===== config.mk =====
export PLATFORM = sky130hd
export DESIGN_NAME = fetch_stage_flat
export DESIGN_NICKNAME = d
export VERILOG_FILES = /design/src/rtl/fetch_stage_if.sv /design/src/rtl/fetch_stage.sv /design/src/flat_wrapper.sv
export SDC_FILE = /design/constraint.sdc
export NUM_CORES = 1
export LEC_CHECK = 0
export ABC_AREA = 1
export BUFFER_PORTS_ARGS = -buffer_cell sky130_fd_sc_hd__buf_2
export CAP_MARGIN = 25
export CORE_AREA = 2 2 109 111
export CTS_CLUSTER_SIZE = 30
export DETAILED_ROUTE_END_ITERATION = 8
export DIE_AREA = 0 0 111 113
export GPL_TIMING_DRIVEN = 0
export PLACE_DENSITY = 0.66
export SYNTH_ARGS = -nofsm -noshare
export SYNTH_HDL_FRONTEND = slang
export SYNTH_SLANG_ARGS = --single-unit

===== constraint.sdc =====
create_clock -name clk -period 1.9 [get_ports clk]
set_input_delay 0.38 -clock clk [delete_from_list [all_inputs] [get_ports clk]]
set_output_delay 0.38 -clock clk [all_outputs]
set_load 0.02 [all_outputs]

===== src/rtl/fetch_stage_if.sv =====
// Fetch-side bus bundle: instruction-memory req/ack port plus the fetch->decode
// payload and the decode/execute control inputs that steer fetch.
interface fetch_stage_if #(
  parameter int unsigned ADDR_W  = 8,
  parameter int unsigned INSTR_W = 24
);
  // instruction memory
  logic               imem_req;
  logic [ADDR_W-1:0]  imem_addr;
  logic               imem_ack;
  logic [INSTR_W-1:0] imem_rdata;
  // fetch -> decode
  logic [INSTR_W-1:0] instr_f;
  logic [ADDR_W-1:0]  increPC_f;
  logic [ADDR_W-1:0]  pc_f;
  logic               nop_D;
  // pipeline control into fetch
  logic               stall_d;
  logic               redirect_e;
  logic [ADDR_W-1:0]  target_e;

  modport master (
    output imem_req, imem_addr, instr_f, increPC_f, pc_f, nop_D,
    input  imem_ack, imem_rdata, stall_d, redirect_e, target_e
  );

  modport slave (
    input  imem_req, imem_addr, instr_f, increPC_f, pc_f, nop_D,
    output imem_ack, imem_rdata, stall_d, redirect_e, target_e
  );
endinterface


===== src/rtl/fetch_stage.sv =====
// Instruction-fetch stage: owns the PC, issues one-at-a-time imem requests,
// buffers one instruction while decode stalls, and flushes on execute redirects.
// Optional macro FETCH_JMP_PREDICT_EN: static predict-taken for unconditional
// jmp (insCode 4'b0100), next PC taken from the word's [15:8] field.
module fetch_stage #(
  parameter int unsigned       ADDR_W   = 8,
  parameter int unsigned       INSTR_W  = 24,
  parameter int unsigned       PC_STEP  = 3,
  parameter logic [ADDR_W-1:0] RESET_PC = '0
) (
  input logic           clk,
  input logic           rst_n,
  fetch_stage_if.master bus
);

  localparam logic [1:0] S_REQ   = 2'd0;
  localparam logic [1:0] S_HOLD  = 2'd1;
  localparam logic [1:0] S_FLUSH = 2'd2;

  logic [1:0]         state_q,      state_nx;
  logic [ADDR_W-1:0]  pc_q,         pc_nx;
  logic [ADDR_W-1:0]  addr_q,       addr_nx;
  logic               req_q,        req_nx;
  logic [INSTR_W-1:0] hold_instr_q, hold_instr_nx;
  logic [ADDR_W-1:0]  hold_pc_q,    hold_pc_nx;
  logic [INSTR_W-1:0] instr_q,      instr_nx;
  logic [ADDR_W-1:0]  pc_f_q,       pc_f_nx;
  logic [ADDR_W-1:0]  incr_q,       incr_nx;
  logic               nop_q,        nop_nx;

  logic               ack_v;
  logic [ADDR_W-1:0]  pc_inc;
  logic [ADDR_W-1:0]  pc_seq;

  // An ack only counts against a request actually on the bus
  assign ack_v  = bus.imem_ack && req_q;
  assign pc_inc = pc_q + ADDR_W'(PC_STEP);

  // Next PC after accepting the word currently on imem_rdata
`ifdef FETCH_JMP_PREDICT_EN
  logic is_jmp;
  assign is_jmp = (bus.imem_rdata[INSTR_W-1 -: 4] == 4'b0100);
  assign pc_seq = is_jmp ? ADDR_W'(bus.imem_rdata[15:8]) : pc_inc;
`else
  assign pc_seq = pc_inc;
`endif

  // State register and all datapath registers
  always_ff @(posedge clk or negedge rst_n) begin
    if (!rst_n) begin
      state_q      <= S_REQ;
      pc_q         <= RESET_PC;
      addr_q       <= RESET_PC;
      req_q        <= 1'b0;
      hold_instr_q <= '0;
      hold_pc_q    <= '0;
      instr_q      <= '0;
      pc_f_q       <= '0;
      incr_q       <= '0;
      nop_q        <= 1'b1;
    end else begin
      state_q      <= state_nx;
      pc_q         <= pc_nx;
      addr_q       <= addr_nx;
      req_q        <= req_nx;
      hold_instr_q <= hold_instr_nx;
      hold_pc_q    <= hold_pc_nx;
      instr_q      <= instr_nx;
      pc_f_q       <= pc_f_nx;
      incr_q       <= incr_nx;
      nop_q        <= nop_nx;
    end
  end

  // Next-state, PC, hold-buffer and output-register logic
  always_comb begin
    state_nx      = state_q;
    pc_nx         = pc_q;
    hold_instr_nx = hold_instr_q;
    hold_pc_nx    = hold_pc_q;
    instr_nx      = instr_q;
    pc_f_nx       = pc_f_q;
    incr_nx       = incr_q;
    nop_nx        = nop_q;

    if (bus.redirect_e) begin
      // Flush wins over everything, including a decode stall
      pc_nx         = bus.target_e;
      instr_nx      = '0;
      nop_nx        = 1'b1;
      hold_instr_nx = '0;
      hold_pc_nx    = '0;
      // A request still in flight must be drained before the new PC goes out
      if (state_q != S_HOLD && req_q && !bus.imem_ack) state_nx = S_FLUSH;
      else                                              state_nx = S_REQ;
    end else begin
      case (state_q)
        S_REQ: begin
          if (ack_v) begin
            pc_nx = pc_seq;
            if (!bus.stall_d) begin
              instr_nx = bus.imem_rdata;
              pc_f_nx  = pc_q;
              incr_nx  = pc_inc;
              nop_nx   = 1'b0;
            end else begin
              hold_instr_nx = bus.imem_rdata;
              hold_pc_nx    = pc_q;
              state_nx      = S_HOLD;
            end
          end else if (!bus.stall_d) begin
            instr_nx = '0;
            nop_nx   = 1'b1;
          end
        end
        S_HOLD: begin
          if (!bus.stall_d) begin
            instr_nx = hold_instr_q;
            pc_f_nx  = hold_pc_q;
            incr_nx  = hold_pc_q + ADDR_W'(PC_STEP);
            nop_nx   = 1'b0;
            state_nx = S_REQ;
          end
        end
        S_FLUSH: begin
          if (ack_v) state_nx = S_REQ;
          if (!bus.stall_d) begin
            instr_nx = '0;
            nop_nx   = 1'b1;
          end
        end
        default: state_nx = S_REQ;
      endcase
    end
  end

  // Request stays up except while holding; a flush keeps the stale address
  assign req_nx  = (state_nx != S_HOLD);
  assign addr_nx = (state_nx == S_FLUSH) ? addr_q : pc_nx;

  assign bus.imem_req  = req_q;
  assign bus.imem_addr = addr_q;
  assign bus.instr_f   = instr_q;
  assign bus.pc_f      = pc_f_q;
  assign bus.increPC_f = incr_q;
  assign bus.nop_D     = nop_q;

endmodule


===== src/flat_wrapper.sv =====
// flat-port wrapper written by rule: the top's interface ports become plain ports
module fetch_stage_flat 
#(
  parameter int unsigned       ADDR_W   = 8,
  parameter int unsigned       INSTR_W  = 24,
  parameter int unsigned       PC_STEP  = 3,
  parameter logic [ADDR_W-1:0] RESET_PC = '0
)
  (clk, rst_n, bus_imem_req, bus_imem_addr, bus_instr_f, bus_increPC_f, bus_pc_f, bus_nop_D, bus_imem_ack, bus_imem_rdata, bus_stall_d, bus_redirect_e, bus_target_e);
  fetch_stage_if #(.ADDR_W(ADDR_W), .INSTR_W(INSTR_W)) bus_i ();
  input logic clk;
  input logic rst_n;
  output wire logic [$bits(bus_i.imem_req)-1:0] bus_imem_req;
  output wire logic [$bits(bus_i.imem_addr)-1:0] bus_imem_addr;
  output wire logic [$bits(bus_i.instr_f)-1:0] bus_instr_f;
  output wire logic [$bits(bus_i.increPC_f)-1:0] bus_increPC_f;
  output wire logic [$bits(bus_i.pc_f)-1:0] bus_pc_f;
  output wire logic [$bits(bus_i.nop_D)-1:0] bus_nop_D;
  input wire logic [$bits(bus_i.imem_ack)-1:0] bus_imem_ack;
  input wire logic [$bits(bus_i.imem_rdata)-1:0] bus_imem_rdata;
  input wire logic [$bits(bus_i.stall_d)-1:0] bus_stall_d;
  input wire logic [$bits(bus_i.redirect_e)-1:0] bus_redirect_e;
  input wire logic [$bits(bus_i.target_e)-1:0] bus_target_e;
  assign bus_imem_req = bus_i.imem_req;
  assign bus_imem_addr = bus_i.imem_addr;
  assign bus_instr_f = bus_i.instr_f;
  assign bus_increPC_f = bus_i.increPC_f;
  assign bus_pc_f = bus_i.pc_f;
  assign bus_nop_D = bus_i.nop_D;
  assign bus_i.imem_ack = bus_imem_ack;
  assign bus_i.imem_rdata = bus_imem_rdata;
  assign bus_i.stall_d = bus_stall_d;
  assign bus_i.redirect_e = bus_redirect_e;
  assign bus_i.target_e = bus_target_e;
  fetch_stage #(.ADDR_W(ADDR_W), .INSTR_W(INSTR_W), .PC_STEP(PC_STEP), .RESET_PC(RESET_PC)) u_core (.clk(clk), .rst_n(rst_n), .bus(bus_i));
endmodule

==> results of run 1 <==
## synth_stat cells, drive strengths merged, types with 14 or more instances
cell type,instances
nand2,129
o22ai,27
o211ai,46
clkbuf,16
inv,80
nand4,24
buf,29
dfrtp,91
a21oi,14
o21ai,16
nor2,23
nand3,117
## cells by family after synthesis
logic type / share of synthesized area [%]
DFF: 45.9
AOI/OAI and AO/OA: 15.1
and+or+nand+nor: 26.9
buffers and inverters: 10.2
xor gates and xnor gates: 0.175
adders and majority gates: 1.74
## registers in the layout, indices dropped and copies added, names as in the netlist
register	count
u_core.bus.pc_f	8
u_core.bus.nop_D	1
u_core.bus.instr_f	24
u_core.state_q	2
u_core.hold_pc_q	8
u_core.bus.imem_addr	8
u_core.bus.increPC_f	8
u_core.pc_q	8
u_core.bus.imem_req	1
u_core.hold_instr_q	24
## timing repair
| action | CTS | global route |
|---|---|---|
| resized for setup | 21 | 18 |
| pin swaps | 2 | 4 |
| setup buffers | 4 | 5 |
| endpoints found under the setup margin | 56 | 61 |
## final timing paths
| check | end | depth (start not counted) | from |
|---|---|---|---|
| max in group asynchronous | u_core.bus.imem_addr[3] | 2 | rst_n |
| setup reg to reg | u_core.bus.instr_f[20] | 7 | u_core.state_q[1] |
| setup / recovery | u_core.bus.instr_f[20] | 7 | u_core.state_q[1] |
| min in group clk | u_core.pc_q[7] | 3 | bus_target_e[7] |
| hold reg to reg | u_core.bus.increPC_f[0] | 2 | u_core.bus.increPC_f[0] |
| hold / removal | u_core.hold_instr_q[6] | 1 | rst_n |
## layout by cell type (no fill, tap or decap), types with 9 or more instances in the layout
cell | Yosys | layout
buf_2 | 22 | 98
nand4_1 | 24 | 24
nor2_1 | 22 | 21
nand2_1 | 125 | 125
buf_4 | 1 | 15
a31oi_1 | 10 | 10
dfrtp_1 | 91 | 91
nand3_1 | 116 | 116
o22ai_1 | 27 | 27
o211ai_1 | 46 | 46
a21oi_1 | 13 | 13
clkbuf_16 | 0 | 9
o21ai_0 | 14 | 14
inv_1 | 76 | 72
## metrics by stage
step / instances / utilization, % / hold WS (ps)
after global routing: 889 / 54.3 / 41.4
after detailed placement: 866 / 50.1 / 390
after floorplan: 638 / - / 84.4
after CTS: 885 / 53.7 / 16.5
after global placement: 865 / 49.9 / 450
final: 889 / 54.3 / 1.07
## routing by layer
metal | global-route usage, % | wire length, um | part of all wire (%)
met5 | 0 | 0 | 0
met4 | 6.75 | 210 | 1.4
met3 | 5.14 | 1190 | 8.0
met2 | 37.7 | 6830 | 46
met1 | 33.7 | 6740 | 45
## where the power goes
| group | switching (mW) | internal, mW |
|---|---|---|
| clock | 0.759 | 1.19 |
| sequential | 0.291 | 2.34 |
| combinational | 1.48 | 0.778 |
## cell type report
class	instances	area [um2]
flip-flops and latches	92	2300
fillers	1085	5150
plain buffers	43	235
inverters	81	308
repair buffers	94	518
clock buffers	12	246
clock inverters	4	72.6
multi-input cells	420	2250
well taps	143	179
## worst register-to-register path, stage by stage (launching register included)
cell and delay, ps:
dfrtp_1 410, inv_2 110, ha_2 270, inv_1 170
clkbuf_2 250, o211ai_1 280, nand4_1 150, nand2_1 90
==> metrics, run 1 <==
Clock Latency Late Sink=350 ps; f_max=553 MHz; Top Ports=87; global route total overflow=0; RSZ-0062 raised after global routing=false; die area=0.0125 mm2; die width=111 um; Post-synth EDFFs=0; family with the most delay on the worst path=buffers and inverters; Syn Area/Cell=7.87 um2; largest cells by area after synthesis=dfrtp_1 (45%), nand3_1 (12%), nand2_1 (9.3%); # clock sinks=92; WP data arrival=2100 ps; reg-to-reg slack, setup=90 ps; post-route cell area=0.00612 mm2; CP Class=reg2reg; CP startpoint kind=register; largest net degree at the start of global routing=56; Hold Vio Cnt, Final=0; worst path required time=2190 ps; Detail Route Antenna Nets=0; Final Max Tran Viols=0; Synth area leader=dfrtp_1; Worst Slack Setup Final=92.3 ps; vias in the first global route=4802; Setup violations, final=0; Iter 0 DRT Violations=448; Initial Utilization=44.5%; Lkg Pwr=3.04 nW; Peak VDD IR=695 uV; Clock Path Buffers=2; type of element capturing the critical path=register; # rows=39; layout net count=785; routability cong.=0.864; PwrDens=1120 mW/mm2; Total GRT Usage=23.9%; initial antenna violation count=0; Die Y=113 um; Place WS=-215 ps; worst path bufs/invs=3; prevailing post-synth register cell=dfrtp_1; placed cell areas=0.00565 mm2; slowest stage delay, CP=410 ps; synth warn=0; setup TNS=0 ps; Worst Skew=4.95 ps; Async S/R FF share, synth=100%; hold buffers post-CTS=0; global-route wire length before repair=24300 um; DP Wirelength=10500 um; outcome=finished, final reports clean; vias=5032; # DRC=0; n_diodes=0; Post-Syn Area=0.00502 mm2; max cap viols=0; Via density=5.66; final worst-path cycle share=95.1%; Syn Nets=682; Detailed Routing Iterations Pass 1=5; Core Region=0.0113 mm2; Hold WC Path Type=in2async; Distinct cells, synth=30; post-synthesis sequential area ratio=45.9%; relative slew slack=62.5%; Yosys reg bits=92; slowest CP cell=dfrtp_1; Power, Total=6.84 mW; Worst Path Max Fanout=10; H-tree levels=3; WL final=15000 um; Area Overhead vs Synth=21.9%; share of cells above drive strength 1=22.0%; root buffer cell=clkbuf_16; CTS tree=done; clock period minus worst slack=1810 ps; cell count after synthesis=638; Num CTS Buffers=9; crit path cell chain=inv_2 > ha_2 > inv_1 > clkbuf_2 > o211ai_1 > nand4_1 > nand2_1; share of the synthesized area in the top cell type=45.4%; CTS clk-pin slew, worst paths=60 ps; Least-Margin Pin Slew=562 ps; port bufs=84; WL per Instance=16.8 um
No activity file was read; power rests on OpenSTA's default activity.
==> run 2, diff against run 1 <==
==> constraint.sdc (replaced) <==
create_clock -name clk -period 1.9 [get_ports clk]
set_input_delay 0.19 -clock clk [delete_from_list [all_inputs] [get_ports clk]]
set_output_delay 0.19 -clock clk [all_outputs]
set_load 0.02 [all_outputs]
==> run 2 against run 1 <==
Hold slack better by 78 ps. Largest power group unchanged. Sequential share of layout area down 0.062 points. Sequential power about the same. Critical path type unchanged. Critical endpoint is now u_core.bus.instr_f[17]. Largest cell class unchanged. Highest routed layer unchanged.
==> metrics, run 2 (synthesis results as in run 1) <==
f_max=554 MHz (was 553 MHz); Clock Latency Late Sink=350 ps (about the same); commonest non-fill, non-tap cells in the layout=nand2_1 (125), nand3_1 (116), buf_2 (98) (unchanged); post-route cell area=0.00613 mm2 (was 0.00612 mm2); max cap viols=0 (unchanged); Die Y=113 um (unchanged); most common cell after layout, fill and taps aside=nand2_1 (unchanged); Via density=5.68 (was 5.66); final worst-path cycle share=95.0% (was 95.1%); Initial Utilization=44.5% (unchanged); Lkg Pwr=3.04 nW (about the same); Final Max Tran Viols=0 (unchanged); CP startpoint kind=register (unchanged); Total GRT Usage=23.9% (unchanged); vias=5052 (was 5032); RR Startpoint=u_core.state_q[1] (unchanged); CTS tree=done (unchanged); Storage cell area=0.00230 mm2 (unchanged); hold slack=79.2 ps (was 1.07 ps); die width=111 um (unchanged); Clock Path Buffers=2 (unchanged); share of cells above drive strength 1=22.0% (about the same); CP Class=reg2reg (unchanged); # rows=39 (unchanged); port bufs=84 (unchanged); H-tree levels=3 (unchanged); RSZ-0062 raised after global routing=false (unchanged); routability cong.=0.864 (unchanged); final cell utilization of the core=54.4% (was 54.3%); WL per Instance=16.7 um (was 16.8 um); crit path cell chain=inv_2 > ha_2 > inv_1 > clkbuf_2 > o211ai_1 > nand4_1 > nand2_1 (unchanged); global route total overflow=0 (unchanged); Area Overhead vs Synth=22.1% (was 21.9%); outcome=finished, final reports clean (unchanged); Power, Total=6.84 mW (about the same); vias in the first global route=4802 (unchanged); Detailed Routing Iterations Pass 1=6 (was 5); R2R Path End=u_core.bus.instr_f[17] (was u_core.bus.instr_f[20]); die area=0.0125 mm2 (unchanged); worst path bufs/invs=3 (unchanged); Top Ports=87 (unchanged); Peak VDD IR=693 uV (was 695 uV); slowest stage delay, CP=410 ps (about the same); Place WS=-215 ps (unchanged); worst path required time=2190 ps (about the same); DP Wirelength=10500 um (unchanged); Worst Path Max Fanout=10 (unchanged); Crit. Startpoint=u_core.state_q[1] (unchanged); Least-Margin Pin Slew=566 ps (was 562 ps); area taken by multi-input logic gates=0.00225 mm2 (unchanged); slowest CP cell=dfrtp_1 (unchanged); Hold WC Path Type=in2reg (was in2async); global-route wire length before repair=24300 um (unchanged); WP data arrival=2090 ps (was 2100 ps); Iter 0 DRT Violations=479 (was 448); type of element capturing the critical path=register (unchanged); clock period minus worst slack=1800 ps (was 1810 ps); Worst Slack Setup Final=95.8 ps (was 92.3 ps); Hold Vio Cnt, Final=0 (unchanged); Core Region=0.0113 mm2 (unchanged); relative slew slack=62.3% (was 62.5%); CP endpoint=u_core.bus.instr_f[17] (was u_core.bus.instr_f[20]); filler cell count=1083 (was 1085); Worst Skew=4.77 ps (was 4.95 ps); Setup violations, final=0 (unchanged); Num CTS Buffers=9 (unchanged); CTS clk-pin slew, worst paths=60 ps (about the same); Worst Hold Launch=bus_target_e[7]; PwrDens=1120 mW/mm2 (about the same); layout net count=786 (was 785); root buffer cell=clkbuf_16 (unchanged); reg-to-reg slack, setup=100 ps (was 90 ps); placed cell areas=0.00565 mm2 (unchanged); Detail Route Antenna Nets=0 (unchanged); Reg2Reg Depth=7 (unchanged); # clock sinks=92 (unchanged); WL final=14900 um (was 15000 um); n_diodes=0 (unchanged); CP Depth=7 (unchanged); family with the most delay on the worst path=buffers and inverters (unchanged); initial antenna violation count=0 (unchanged); largest net degree at the start of global routing=56 (unchanged); # DRC=0 (unchanged)
run 2: cell count changes in the layout (fill, tap and decap cells not counted), sizes merged:
| cell | previous run | this run |
|---|---|---|
| dlygate4sd3 | 0 | 1 |
run 2: how the worst min path moves through the flow:
stage / endpoint / cells past startpoint / slack (ps)
final: u_core.pc_q[7] / 3 / 80
after floorplan: u_core.bus.imem_addr[0] / 0 / -110
after CTS: u_core.pc_q[7] / 3 / 80
after global placement: u_core.pc_q[7] / 3 / 440
after global routing: u_core.hold_instr_q[0] / 3 / 110
after detailed placement: u_core.hold_instr_q[6] / 1 / 200
run 2: tightest hold or removal path, cell delays in order:
cell and delay, ps:
buf_2 80, nand2_1 40, nand2_1 80
run 2: what timing repair did:
| action | in CTS | in global routing |
|---|---|---|
| hold buffers | 1 | 0 |
| pin swaps | 2 | 4 |
| endpoints found under the setup margin | 56 | 61 |
| gates resized for setup | 21 | 18 |
| endpoints found under the hold margin | 36 | 0 |
| buffers inserted | 4 | 5 |
run 2: area by class of cell:
cell class              count  share of cell area, %
flip-flops and latches     92                   37.6
plain buffers              43                   3.84
well taps                 143                   2.92
clock buffers              12                   4.02
clock inverters             4                   1.18
inverters                  81                   5.02
repair buffers             95                   8.62
multi-input cells         420                   36.8
run 2: power by group:
| group | switching, mW | internal [mW] |
|---|---|---|
| clock network | 0.761 | 1.19 |
| logic | 1.48 | 0.779 |
| registers | 0.291 | 2.34 |
| total | 2.53 | 4.31 |
run 2: through the flow:
stage / cells / setup TNS, ps
4_1_cts: 886 / 0
5_1_grt: 890 / 0
3_5_place_dp: 866 / -5730
6_report: 890 / 0
2_1_floorplan: 638 / 0
3_3_place_gp: 865 / -28110
run 2: per-layer routing:
| metal | global-route usage (%) | wire (um) |
|---|---|---|
| met1 | 33.7 | 6640 |
| met2 | 37.7 | 6780 |
| met3 | 5.14 | 1280 |
| met4 | 6.75 | 213 |
| met5 | 0 | 0 |
